`src/rtl/rl11_dma_pkg.sv`:
```
// Shared definitions for the RL11 Unibus DMA engine: FSM states, ARM register map,
// Unibus cycle codes and the identification word.
package rl11_dma_pkg;

  typedef enum logic [2:0] {
    ST_IDLE,
    ST_REQ,
    ST_GRANT,
    ST_SETUP,
    ST_MSYN,
    ST_END,
    ST_RELEASE
  } state_t;

  localparam logic [2:0] REG_ID   = 3'd0;
  localparam logic [2:0] REG_CSR  = 3'd1;
  localparam logic [2:0] REG_ADDR = 3'd2;
  localparam logic [2:0] REG_STAT = 3'd3;

  localparam logic [1:0] C_DATI = 2'b00;
  localparam logic [1:0] C_DATO = 2'b10;

  localparam logic [31:0] RL_ID      = 32'h52442002;
  localparam logic [31:0] RD_INVALID = 32'hDEADBEEF;

endpackage

```
`src/rtl/rl11_dma_if.sv`:
```
// Unibus signal bundle seen by the DMA engine (master) and by the bus/slave side.
interface rl11_dma_if;

  logic        npg_in_h;
  logic        bbsy_in_h;
  logic        ssyn_in_h;
  logic        init_in_h;
  logic [15:0] d_in_h;

  logic        npr_out_h;
  logic        sack_out_h;
  logic        bbsy_out_h;
  logic        msyn_out_h;
  logic [17:0] a_out_h;
  logic [1:0]  c_out_h;
  logic [15:0] d_out_h;

  modport master (
    input  npg_in_h, bbsy_in_h, ssyn_in_h, init_in_h, d_in_h,
    output npr_out_h, sack_out_h, bbsy_out_h, msyn_out_h, a_out_h, c_out_h, d_out_h
  );

  modport slave (
    output npg_in_h, bbsy_in_h, ssyn_in_h, init_in_h, d_in_h,
    input  npr_out_h, sack_out_h, bbsy_out_h, msyn_out_h, a_out_h, c_out_h, d_out_h
  );

endinterface

```
`src/rtl/rl11_dma_timer.sv`:
```
// Loadable down-counter shared by the address deskew and SSYN timeout waits.
// expired is high whenever the count has reached zero.
module rl11_dma_timer #(
  parameter int W = 16
) (
  input  logic         CLOCK,
  input  logic         RESET,
  input  logic         load,
  input  logic [W-1:0] load_val,
  output logic         expired
);

  logic [W-1:0] cnt;

  always_ff @(posedge CLOCK) begin
    if (RESET)
      cnt <= '0;
    else if (load)
      cnt <= load_val;
    else if (cnt != '0)
      cnt <= cnt - 1'b1;
  end

  assign expired = (cnt == '0);

endmodule

```
`src/rtl/rl11_dma.sv`:
```
// RL11 Unibus NPR DMA engine: moves words between the local buffer RAM and Unibus
// memory one bus tenure per word, programmed through a small ARM register port.
module rl11_dma
  import rl11_dma_pkg::*;
#(
  parameter int DESKEW  = 8,
  parameter int TIMEOUT = 1000
) (
  input  logic        CLOCK,
  input  logic        RESET,
  input  logic        armwrite,
  input  logic [2:0]  armraddr,
  input  logic [2:0]  armwaddr,
  input  logic [31:0] armwdata,
  output logic [31:0] armrdata,
  output logic [15:0] buf_addr,
  output logic [15:0] buf_wdata,
  output logic        buf_we,
  input  logic [15:0] buf_rdata,
  rl11_dma_if.master  bus
);

  localparam int TMAX = (DESKEW > TIMEOUT) ? DESKEW : TIMEOUT;
  localparam int TW   = $clog2(TMAX + 1);

  state_t        state, state_nx;
  logic          busy, done, nxm, timeout_seen, abort, dir;
  logic [17:0]   addr;
  logic [15:0]   wordcount, bufidx;
  logic          tmr_load, tmr_expired;
  logic [TW-1:0] tmr_val;

  logic csr_wr, addr_wr, start_go, abort_now, bus_free, nxm_hit, finish;
  logic unused_bits;

  assign csr_wr    = armwrite && (armwaddr == REG_CSR);
  assign addr_wr   = armwrite && (armwaddr == REG_ADDR);
  assign start_go  = csr_wr && !busy && armwdata[0] && (armwdata[31:16] != 16'h0);
  // A same-cycle abort write counts immediately so it beats a concurrent grant.
  assign abort_now = abort || (csr_wr && busy && armwdata[3]);
  assign bus_free  = !bus.npg_in_h && !bus.bbsy_in_h && !bus.ssyn_in_h;
  assign nxm_hit   = (state == ST_MSYN) && !bus.ssyn_in_h && tmr_expired;
  assign finish    = nxm || abort_now || (wordcount == 16'd1);
  assign unused_bits = ^{armwdata[15:4], armwdata[1]};

  assign buf_addr  = bufidx;
  assign buf_wdata = bus.d_in_h;

  rl11_dma_timer #(.W(TW)) u_timer (
    .CLOCK    (CLOCK),
    .RESET    (RESET),
    .load     (tmr_load),
    .load_val (tmr_val),
    .expired  (tmr_expired)
  );

  always_ff @(posedge CLOCK) begin
    if (RESET) state <= ST_IDLE;
    else       state <= state_nx;
  end

  always_comb begin
    state_nx = state;
    tmr_load = 1'b0;
    tmr_val  = '0;
    if (bus.init_in_h) begin
      state_nx = ST_IDLE;
    end else begin
      case (state)
        ST_IDLE:    if (start_go) state_nx = ST_REQ;
        ST_REQ: begin
          if (abort_now)         state_nx = ST_IDLE;
          else if (bus.npg_in_h) state_nx = ST_GRANT;
        end
        ST_GRANT: begin
          if (bus_free) begin
            state_nx = ST_SETUP;
            tmr_load = 1'b1;
            tmr_val  = TW'(DESKEW - 1);
          end
        end
        ST_SETUP: begin
          if (tmr_expired) begin
            state_nx = ST_MSYN;
            tmr_load = 1'b1;
            tmr_val  = TW'(TIMEOUT - 1);
          end
        end
        ST_MSYN:    if (bus.ssyn_in_h || tmr_expired) state_nx = ST_END;
        ST_END:     if (!bus.ssyn_in_h) state_nx = ST_RELEASE;
        ST_RELEASE: state_nx = finish ? ST_IDLE : ST_REQ;
        default:    state_nx = ST_IDLE;
      endcase
    end
  end

  always_comb begin
    bus.npr_out_h  = 1'b0;
    bus.sack_out_h = 1'b0;
    bus.bbsy_out_h = 1'b0;
    bus.msyn_out_h = 1'b0;
    bus.a_out_h    = '0;
    bus.c_out_h    = '0;
    bus.d_out_h    = '0;
    buf_we         = 1'b0;
    case (state)
      ST_REQ:   bus.npr_out_h  = 1'b1;
      ST_GRANT: bus.sack_out_h = 1'b1;
      ST_SETUP, ST_MSYN, ST_END: begin
        bus.bbsy_out_h = 1'b1;
        bus.a_out_h    = addr;
        bus.c_out_h    = dir ? C_DATI : C_DATO;
        bus.d_out_h    = dir ? 16'h0 : buf_rdata;
        if (state == ST_MSYN) begin
          bus.msyn_out_h = 1'b1;
          buf_we         = dir && bus.ssyn_in_h;
        end
      end
      default: ;
    endcase
  end

  always_ff @(posedge CLOCK) begin
    if (RESET) begin
      busy         <= 1'b0;
      done         <= 1'b0;
      nxm          <= 1'b0;
      timeout_seen <= 1'b0;
      abort        <= 1'b0;
      dir          <= 1'b0;
      addr         <= '0;
      wordcount    <= '0;
      bufidx       <= '0;
    end else if (bus.init_in_h) begin
      busy  <= 1'b0;
      abort <= 1'b0;
      if (busy) done <= 1'b1;
    end else begin
      if (csr_wr) begin
        if (!busy) begin
          wordcount <= armwdata[31:16];
          dir       <= armwdata[2];
          done      <= 1'b0;
          nxm       <= 1'b0;
          abort     <= 1'b0;
          if (armwdata[0]) begin
            bufidx <= '0;
            if (armwdata[31:16] != 16'h0) busy <= 1'b1;
            else                          done <= 1'b1;
          end
        end else begin
          abort <= armwdata[3];
        end
      end
      if (addr_wr && !busy) addr <= {armwdata[17:1], 1'b0};
      if (nxm_hit) begin
        nxm          <= 1'b1;
        timeout_seen <= 1'b1;
      end
      if ((state == ST_REQ) && abort_now) begin
        busy <= 1'b0;
        done <= 1'b1;
      end
      // End of tenure: advance only on a completed word.
      if (state == ST_RELEASE) begin
        if (!nxm) begin
          addr      <= addr + 18'd2;
          bufidx    <= bufidx + 1'b1;
          wordcount <= wordcount - 1'b1;
        end
        if (finish) begin
          busy <= 1'b0;
          done <= 1'b1;
        end
      end
    end
  end

  always_comb begin
    case (armraddr)
      REG_ID:   armrdata = RL_ID;
      REG_CSR:  armrdata = {wordcount, 12'h0, abort, dir, busy, done};
      REG_ADDR: armrdata = {14'h0, addr};
      REG_STAT: armrdata = {bufidx, 14'h0, nxm, timeout_seen};
      default:  armrdata = RD_INVALID;
    endcase
  end

endmodule

```
`src/flat_wrapper.sv`:
```
// flat-port wrapper written by rule: the top's interface ports become plain ports
module rl11_dma_flat import rl11_dma_pkg::*;
#(
  parameter int DESKEW  = 8,
  parameter int TIMEOUT = 1000
)
  (CLOCK, RESET, armwrite, armraddr, armwaddr, armwdata, armrdata, buf_addr, buf_wdata, buf_we, buf_rdata, bus_npg_in_h, bus_bbsy_in_h, bus_ssyn_in_h, bus_init_in_h, bus_d_in_h, bus_npr_out_h, bus_sack_out_h, bus_bbsy_out_h, bus_msyn_out_h, bus_a_out_h, bus_c_out_h, bus_d_out_h);
  rl11_dma_if bus_i ();
  input  logic CLOCK;
  input  logic RESET;
  input  logic armwrite;
  input  logic [2:0] armraddr;
  input  logic [2:0] armwaddr;
  input  logic [31:0] armwdata;
  output logic [31:0] armrdata;
  output logic [15:0] buf_addr;
  output logic [15:0] buf_wdata;
  output logic buf_we;
  input  logic [15:0] buf_rdata;
  input wire logic [$bits(bus_i.npg_in_h)-1:0] bus_npg_in_h;
  input wire logic [$bits(bus_i.bbsy_in_h)-1:0] bus_bbsy_in_h;
  input wire logic [$bits(bus_i.ssyn_in_h)-1:0] bus_ssyn_in_h;
  input wire logic [$bits(bus_i.init_in_h)-1:0] bus_init_in_h;
  input wire logic [$bits(bus_i.d_in_h)-1:0] bus_d_in_h;
  output wire logic [$bits(bus_i.npr_out_h)-1:0] bus_npr_out_h;
  output wire logic [$bits(bus_i.sack_out_h)-1:0] bus_sack_out_h;
  output wire logic [$bits(bus_i.bbsy_out_h)-1:0] bus_bbsy_out_h;
  output wire logic [$bits(bus_i.msyn_out_h)-1:0] bus_msyn_out_h;
  output wire logic [$bits(bus_i.a_out_h)-1:0] bus_a_out_h;
  output wire logic [$bits(bus_i.c_out_h)-1:0] bus_c_out_h;
  output wire logic [$bits(bus_i.d_out_h)-1:0] bus_d_out_h;
  assign bus_i.npg_in_h = bus_npg_in_h;
  assign bus_i.bbsy_in_h = bus_bbsy_in_h;
  assign bus_i.ssyn_in_h = bus_ssyn_in_h;
  assign bus_i.init_in_h = bus_init_in_h;
  assign bus_i.d_in_h = bus_d_in_h;
  assign bus_npr_out_h = bus_i.npr_out_h;
  assign bus_sack_out_h = bus_i.sack_out_h;
  assign bus_bbsy_out_h = bus_i.bbsy_out_h;
  assign bus_msyn_out_h = bus_i.msyn_out_h;
  assign bus_a_out_h = bus_i.a_out_h;
  assign bus_c_out_h = bus_i.c_out_h;
  assign bus_d_out_h = bus_i.d_out_h;
  rl11_dma #(.DESKEW(DESKEW), .TIMEOUT(TIMEOUT)) u_core (.CLOCK(CLOCK), .RESET(RESET), .armwrite(armwrite), .armraddr(armraddr), .armwaddr(armwaddr), .armwdata(armwdata), .armrdata(armrdata), .buf_addr(buf_addr), .buf_wdata(buf_wdata), .buf_we(buf_we), .buf_rdata(buf_rdata), .bus(bus_i));
endmodule
```
`config.mk`:
```
export PLATFORM = sky130hd
export DESIGN_NAME = rl11_dma_flat
export DESIGN_NICKNAME = d
export VERILOG_FILES = /design/src/rtl/rl11_dma_pkg.sv /design/src/rtl/rl11_dma_if.sv /design/src/rtl/rl11_dma_timer.sv /design/src/rtl/rl11_dma.sv /design/src/flat_wrapper.sv
export SDC_FILE = /design/constraint.sdc
export NUM_CORES = 1
export LEC_CHECK = 0
export ABC_AREA = 1
export CAP_MARGIN = 5
export CORE_ASPECT_RATIO = 1.1
export CORE_MARGIN = 10
export CORE_UTILIZATION = 47
export CTS_CLUSTER_DIAMETER = 30
export CTS_CLUSTER_SIZE = 40
export DETAILED_ROUTE_END_ITERATION = 16
export PLACE_DENSITY = 0.86
export SETUP_SLACK_MARGIN = 0.15
export SYNTH_ARGS = -nofsm -noshare
export SYNTH_HDL_FRONTEND = slang
export SYNTH_SLANG_ARGS = --single-unit
```
`constraint.sdc`:
```
create_clock -name CLOCK -period 1.86 [get_ports CLOCK]
set_clock_uncertainty 0.15 [all_clocks]
set_input_delay 0.186 -clock CLOCK [delete_from_list [all_inputs] [get_ports CLOCK]]
set_output_delay 0.186 -clock CLOCK [all_outputs]
set_load 0.02 [all_outputs]
```
# Yosys cells after proc, flatten, opt, wreduce, memory -nomap -nowiden
# Index checks and enable logic that the tools add are counted.
# op_classes
add_sub_neg	4
eq_ne	20
mux	64
bitwise_logic	2
n_reduce_logical	35
# ops
operator	n
$mux W16	11
$pmux W32 S4	1
$mux W18	4
$mux W10	4
$mux W1	31
$mux W3	8
$pmux W3 S7	1
$pmux W10 S2	1
$add A18 B2 Y18 const B	1
$add A16 B1 Y16 const B	1
$eq A16 B1 Y1 const B	1
$reduce_bool A16 Y1	1
$sub A16 B1 Y16 const B	1
$eq A3 B2 Y1 const B	5
$logic_and A1 B1 Y1	14
$logic_not A10 Y1	1
$reduce_bool A10 Y1	1
$sub A10 B1 Y10 const B	1
$eq A3 B1 Y1 const B	3
$eq A3 B3 Y1 const B	3
$ne A2 B1 Y1 const B	4
$logic_not A3 Y1	2
$ne A2 B2 Y1 const B	3
$reduce_and A3 Y1	2
other kinds (11)	20
# word_totals
reg_bits	69
out_inout_bits	105
word_cells	136

# Longest topological paths before layout
# Gate-level depths: netlist of the first run.
# depth
ltp_word	10
mapped_depth	12
depth_no_buf	11

# Cells and area by module
# A second synthesis of the first run with hierarchy kept.
# hier_totals
hier_cells	878
area_unflattened_um2	5250.0
# modules_own_cells
module	n_inst	cells_per_inst	area_each_um2	seq_area_each_um2
rl11_dma	1	767	4576.9	1181.1
rl11_dma_timer	1	111	673.1	200.2

# Worst setup path after synthesis of the first run
# Ideal clock, no wire load.
# synth_path
path_kind	reg2out
from	register u_core.state[0]
to	output buf_we
arrival_time_ns	1.464
required_time_ns	1.524
path_slack_ns	0.060
path_stages_with_launch	5
path_cell_list	dfxtp_1 > buf_4 > nor3_1 > nand2_1 > nor2_1
# synth_via
elab_chain_len	3
word_cells_on_any_way	6
cone_classes	eq/ne (3); mux (2); reduce/logical (1)
# synth_rtl
item	line_no	rtl
start: declaration	rl11_dma.sv:26	state_t state, state_nx;
start signal: assignment	rl11_dma.sv:59	else state <= state_nx;
$eq A3 B2 Y1, or another cell as far along	rl11_dma.sv:106	case (state)
$reduce_or A3 Y1 / $mux W1 (equally long branches)	rl11_dma.sv:106, rl11_dma.sv:114	
$mux W1 (*)	rl11_dma.sv:106	
end: declaration	flat_wrapper.sv:18	output logic buf_we;
# Every way passes the cells marked *; elsewhere a longest branch is shown, timed or not.

# Final worst setup path of the first run
# layout_path
from	register u_core.wordcount[6]
to	register u_core.wordcount[11]
# layout_via
elab_chain_len	3
# layout_rtl
item	line_no	rtl
start: declaration	rl11_dma.sv:29	logic [15:0] wordcount, bufidx;
start signal: assignment	rl11_dma.sv:141	wordcount <= armwdata[31:16];
start signal: assignment	rl11_dma.sv:169	wordcount <= wordcount - 1'b1;
$sub A16 B1 Y16	rl11_dma.sv:169	
$mux W16	rl11_dma.sv:166	if (!nxm) begin
$mux W16	rl11_dma.sv:165	if (state == ST_RELEASE) begin
# Every way passes these cells.
# A chain may end at the register's enable or synchronous reset.

==> results of run 1 <==
## kinds of logic after synthesis
kind of cell    synth area share
flops                     0.2611
xor+xnor                 0.02152
fa+ha+maj                0.01419
other cells            0.0007089
mux                     0.001892
compound gates            0.1970
buf+inv                   0.1395
simple gates              0.3640
## cell usage after synthesis, types with 7 or more instances
master / count / area [um^2]
nand4_1: 11 / 68.82
buf_4: 21 / 157.7
nor3_1: 21 / 105.1
nand3_1: 76 / 380.4
inv_1: 108 / 405.4
o221ai_1: 14 / 122.6
nor2_1: 141 / 529.3
xor2_1: 12 / 105.1
o22ai_1: 13 / 81.33
o21ai_0: 74 / 370.4
o211ai_1: 7 / 52.55
clkbuf_1: 11 / 41.29
dfxtp_1: 69 / 1381
a21oi_1: 58 / 290.3
buf_2: 11 / 55.05
nand2_1: 186 / 698.2
## power breakdown
group          internal, mW  switching [mW]
combinational         0.758            1.11
clock                  1.07           0.765
sequential             1.59           0.111
total                  3.42            1.98
## registers in the layout, summed over array words and instances, names as in the netlist
register,flops
u_core.state,3
u_core.buf_addr,16
u_core.u_timer.cnt,10
u_core.dir,1
u_core.timeout_seen,1
u_core.done,1
u_core.nxm,1
u_core.abort,1
u_core.wordcount,16
u_core.addr,18
u_core.busy,1
## layer usage
layer / vias up / share of wire
li1: 3361 / -
met5: - / 0
met2: 824 / 0.45
met3: 266 / 0.14
met4: 0 / 0.076
met1: 3687 / 0.33
## final cells by class
cell class | count | area (um^2) | area share
Clock inverter | 6 | 62.56 | 0.007076
Clock buffer | 10 | 239.0 | 0.02703
Multi-Input combinational cell | 655 | 3936 | 0.4452
Sequential cell | 69 | 1404 | 0.1588
Timing Repair Buffer | 264 | 2559 | 0.2894
Inverter | 116 | 449.2 | 0.05081
Timing Repair inverter | 1 | 7.507 | 0.0008491
Tap cell | 147 | 183.9 | 0.02080
## final timing paths
kind	startpoint	slack, ns	end
worst min register to register	u_core.addr[9]	0.35	u_core.addr[9]
worst max register to register	u_core.wordcount[6]	-0.23	u_core.wordcount[11]
worst min-delay path	bus_d_in_h[0]	0.22	buf_wdata[0]
worst max-delay path	u_core.wordcount[6]	-0.23	u_core.wordcount[11]
## repair_timing
| item | in CTS | in global routing |
|---|---|---|
| setup endpoints to repair | 105 | 131 |
| pin swaps | 7 | 69 |
| resized for setup | 279 | 422 |
| buffers inserted | 1 | 31 |
| cloned | 1 | 10 |
==> results.toml, run 1 <==
[final_layout]
area_delta_synth_final_pct = 67.12
antenna_cells = 0
layoutNonFillerInstCount = 1268
nFillCells = 570
final_core_util = 0.8066
drive_above_1_share = 0.3577
final_common_cell = "nand2_1"
final_cell_mix = "nand2_1, nor2_1, inv_1, buf_4, clkdlybuf4s50_1"
nets = 1199
finish.instance_area_um2 = 8841

[worst_setup_path]
path_depth = 8
end_kind = "flip-flop"
critPathTopFamily = "simple AND/OR/NAND/NOR gates"
path_buf_inv = 0
critPathSlowestCell = "nor2_1"
path_cells = "nor2_1 > nand2_1 > nor2_1 > nand3_1 > o21ai_0 > nand3_1 > nand2_1 > nand2_1"
cp.arrival_ns = 2.19
crit_required_ns = 1.96
reg2reg_depth = 8
cpPeakStageDelay_ns = 0.40
path_max_fanout = 4
crit_path_frequent_cell = "nand2_1"
startpoint_type = "flip-flop"
worstSetupPathType = "flip-flop to flip-flop"

[route]
wire_per_inst_um = 22.19
ant_nets = 0
drt_iter0_drc = 1471
dr.pass1.iters = 11
routed_via_density = 6.418
drc = 0
vias = 8138
drt-total-wl_mm = 28.13

[worst_hold_path]
hold_path.class = "input pin to primary output"
hold_depth = 0

[place]
port_buffers = 148
hpwlAfterDp_mm = 15.19
pre_cts_slack_ns = -0.6250
gp_congestion = 0.9849
dp_cells = 1209
dpl-instance-area_um2 = 7283

[sta]
worst_slew_pin_slew_ns = 0.7290
finalCriticalPeriod_ns = 2.089
hold_violations = 0
period_share = 1.123
rsz0062_at_grt = "true"
max_slew_margin = 0.5135
setup_slack_ns = -0.2285
fmax_ghz = 0.4788
setup_tns_ns = -2.973
worst_hold_slack_ns = 0.2220
maxSlewViolCount = 0
setup-violations-final = 44

[synth]
synth-seq-cells = 69
yosysWarnings = 0
seq_area_frac_synth = 0.2611
syn_avg_cell_area_um2 = 5.964
synth-main-ff-cell = "dfxtp_1"
synthesis.nets = 970
ys_types = 41
async_reset_ff_frac = 0
netlist_area_um2 = 5290
synth_edf_count = 0
netlist_instances = 887

[floorplan]
initial_core_util = 0.4826
die_width_um = 121.2
num_io_pins = 182
core-area_um2 = 10960
row_count = 40
die_area_um2 = 15900
fp.dieH_um = 131.3

[grt]
grt_util_met3 = 0.05955
grt-ovfl-total = 0
grt_pass1_vias = 6422
grt_max_degree = 36
gr-usage-met2 = 0.4068
grt_pass1_wl_mm = 31.80
busiest_layer = "met2"
grtUsageTotal = 0.2409
antenna_found_initial = 0
met1_usage = 0.2822

[clock_network]
cts.sinks = 69
cts_tree = "built"
h-tree-depth = 3
cts_hold_buf = 0
cts_max_path_buffers = 2
clock_latency_ns = 0.36
cts_buffers = 9
root_buffer = "clkbuf_16"
path_clk_slew_ns = 0.06

[run_status]
violations = "setup timing"
status = "finished with violations"

[job]
max-cap-violations = 0

[power]
leakagePower_nw = 3.887
powerDensity_nw_per_um2 = 611.6
vdd_drop_max_mv = 0.5180
power_mw = 5.407
Power figures use the tool's default switching activity.
==> run 2, diff against run 1 <==
--- a/config.mk
+++ b/config.mk
@@ -7,13 +7,15 @@
 export LEC_CHECK = 0
 export ABC_AREA = 1
 export CAP_MARGIN = 5
+export CELL_PAD_IN_SITES_DETAIL_PLACEMENT = 0
+export CELL_PAD_IN_SITES_GLOBAL_PLACEMENT = 1
 export CORE_ASPECT_RATIO = 1.1
 export CORE_MARGIN = 10
-export CORE_UTILIZATION = 47
+export CORE_UTILIZATION = 31
 export CTS_CLUSTER_DIAMETER = 30
 export CTS_CLUSTER_SIZE = 40
 export DETAILED_ROUTE_END_ITERATION = 16
-export PLACE_DENSITY = 0.86
+export PLACE_DENSITY = 0.85
 export SETUP_SLACK_MARGIN = 0.15
 export SYNTH_ARGS = -nofsm -noshare
 export SYNTH_HDL_FRONTEND = slang
==> run 2 against run 1 <==
  * The flow still finishes with violations (setup timing)
  * Non-clock buffer count grew 22
  * Final cell count grew 6.5%
  * Sequential share of layout area shrank 0.62 points
  * Sequential power is essentially flat
  * Highest routed layer unchanged
  * Worst hold slack is the same
  * Largest cell class unchanged
  * Largest power group is now the clock network
  * Via count shrank 16%
  * Maximum frequency grew 9.2%
  * Clock power grew 2%
==> results.toml, run 2 (synthesis results as in run 1) <==
[run_status]
status = "finished with violations"
violations = "setup timing"

[grt]
grt_pass1_wl_mm = 34.62
antenna_found_initial = 0
grt_pass1_vias = 6537
grt_max_degree = 36
grtUsageTotal = 0.1915
grt-ovfl-total = 0

[clock_network]
cts_hold_buf = 0
cts_tree = "built"
cts_buffers = 9
cts.sinks = 69
root_buffer = "clkbuf_16"
cts_max_path_buffers = 2
h-tree-depth = 3
clock_latency_ns = 0.35
path_clk_slew_ns = 0.06

[power]
leakagePower_nw = 3.953
power_mw = 5.289
clkPwrFrac = 0.356
seq_power_share = 0.321
vdd_drop_max_mv = 0.4751
p_comb_frac = 0.323
powerDensity_nw_per_um2 = 579.0
swShare = 0.3404
intPower_mw = 3.489
netSwitchingPower_mw = 1.800

[floorplan]
core-area_um2 = 16890
die_width_um = 144.6
die_area_um2 = 22700
fp.dieH_um = 157.0
initial_core_util = 0.3132
row_count = 50
num_io_pins = 182

[route]
wire_per_inst_um = 17.46
drt_iter0_drc = 379
routed_via_density = 5.061
drt-total-wl_mm = 23.59
ant_nets = 0
dr.pass1.iters = 5
vias = 6837
drc = 0

[worst_setup_path]
cp.arrival_ns = 1.58
setup.worst_path.start = "u_core.state[1]"
r2r_start = "u_core.state[1]"
worstSetupPathType = "flip-flop to primary output"
crit_end = "buf_we"
crit_required_ns = 1.52
critPathSlowestCell = "dfxtp_4"
r2r_setup_slack_ns = -0.03
cpPeakStageDelay_ns = 0.36
r2r_end = "u_core.buf_addr[15]"
end_kind = "primary output"
path_cells = "buf_6 > buf_4 > buf_6 > nor3_4 > nand2_1 > nor2_1 > buf_4"
startpoint_type = "flip-flop"
path_max_fanout = 3
reg2reg_depth = 12

[sta]
setup_slack_ns = -0.05296
maxSlewViolCount = 0
setup-violations-final = 17
hold_violations = 0
worst_hold_slack_ns = 0.2220
finalCriticalPeriod_ns = 1.913
period_share = 1.028
fmax_ghz = 0.5228
rsz0062_at_grt = "true"

[place]
port_buffers = 148
pre_cts_slack_ns = -0.6378
gp_congestion = 0.8945
hpwlAfterDp_mm = 16.74
dp_cells = 1294

[final_layout]
final_common_cell = "nand2_1"
max_flop_register = "u_core.addr"
nets = 1221
final_core_util = 0.5408
layoutNonFillerInstCount = 1351
drive_above_1_share = 0.3587
largest_register_ffs = 18
area_delta_synth_final_pct = 72.68
antenna_cells = 0
final_cell_mix = "nand2_1, buf_4, nor2_1, inv_1, dfxtp_1"

[job]
max-cap-violations = 0

[worst_hold_path]
worstHoldStart = "bus_d_in_h[0]"
hold_path.class = "input pin to primary output"
-- run 2: cell types whose count changed in the layout (fill, tap and decap cells not counted), sizes merged --
cell,previous run,this run
bufbuf,0,1
clkdlybuf4s50,60,59
buf,181,199
clkinv,3,2
clkdlybuf4s15,0,2
dlymetal6s2s,5,1
clkbuf,20,23
inv,114,115
clkinvlp,5,3
dlygate4sd2,8,13
-- run 2: cell type report --
cell class / instances / area, um^2
multi-input cells: 655 / 3958
fillers: 1672 / 7756
repair inverters: 1 / 7.507
well taps: 208 / 260.3
clock inverters: 4 / 53.80
inverters: 116 / 446.7
repair buffers: 286 / 2749
flip-flops and latches: 69 / 1394
clock buffers: 12 / 266.5
-- run 2: critical path, delay by kind of cell (launching register included) --
family,cells,cell delay (ns)
buffers and inverters,4,0.51
and+or+nand+nor,3,0.38
DFF,1,0.36
-- run 2: worst min-delay path by stage --
| stage | end | slack, ns | cells after the start |
|---|---|---|---|
| after floorplan | u_core.wordcount[2] | 0.18 | 2 |
| after global placement | buf_wdata[10] | 0.22 | 0 |
| after detailed placement | buf_wdata[10] | 0.22 | 0 |
| after CTS | buf_wdata[10] | 0.22 | 0 |
| after global routing | buf_wdata[0] | 0.22 | 0 |
| final | buf_wdata[0] | 0.22 | 0 |
-- run 2: timing repair --
action | CTS | global route
resized for setup | 389 | 308
pin swaps | 24 | 62
endpoints found under the hold margin | 0 | 0
setup buffers | 16 | 14
setup endpoints to repair | 115 | 131
gates cloned | 4 | 7
-- run 2: metal layers --
| layer | vias to the layer above | wire length, um | GRT usage |
|---|---|---|---|
| met1 | 3187 | 9727 | 0.2269 |
| met5 | - | 0 | 0 |
| li1 | 3410 | - | - |
| met2 | 201 | 11900 | 0.3336 |
| met4 | 0 | 508 | 0.06310 |
| met3 | 39 | 1462 | 0.04099 |
-- run 2: power groups by stage --
stage / clock (mW) / combinational, mW / sequential [mW]
2_1_floorplan: 0 / 1.05 / 1.70
3_3_place_gp: 0 / 1.56 / 1.72
3_5_place_dp: 0 / 1.56 / 1.72
4_1_cts: 1.90 / 1.57 / 1.69
5_1_grt: 1.94 / 1.92 / 1.71
6_report: 1.88 / 1.71 / 1.70
-- run 2: per-stage QoR --
stage                     cell area (um^2)  setup TNS, ns
after CTS                             8163         -1.159
final                                 9135        -0.5047
after global placement                7540         -18.41
after global routing                  9135         -2.813
after detailed placement              7540         -19.45
after floorplan                       5295              0
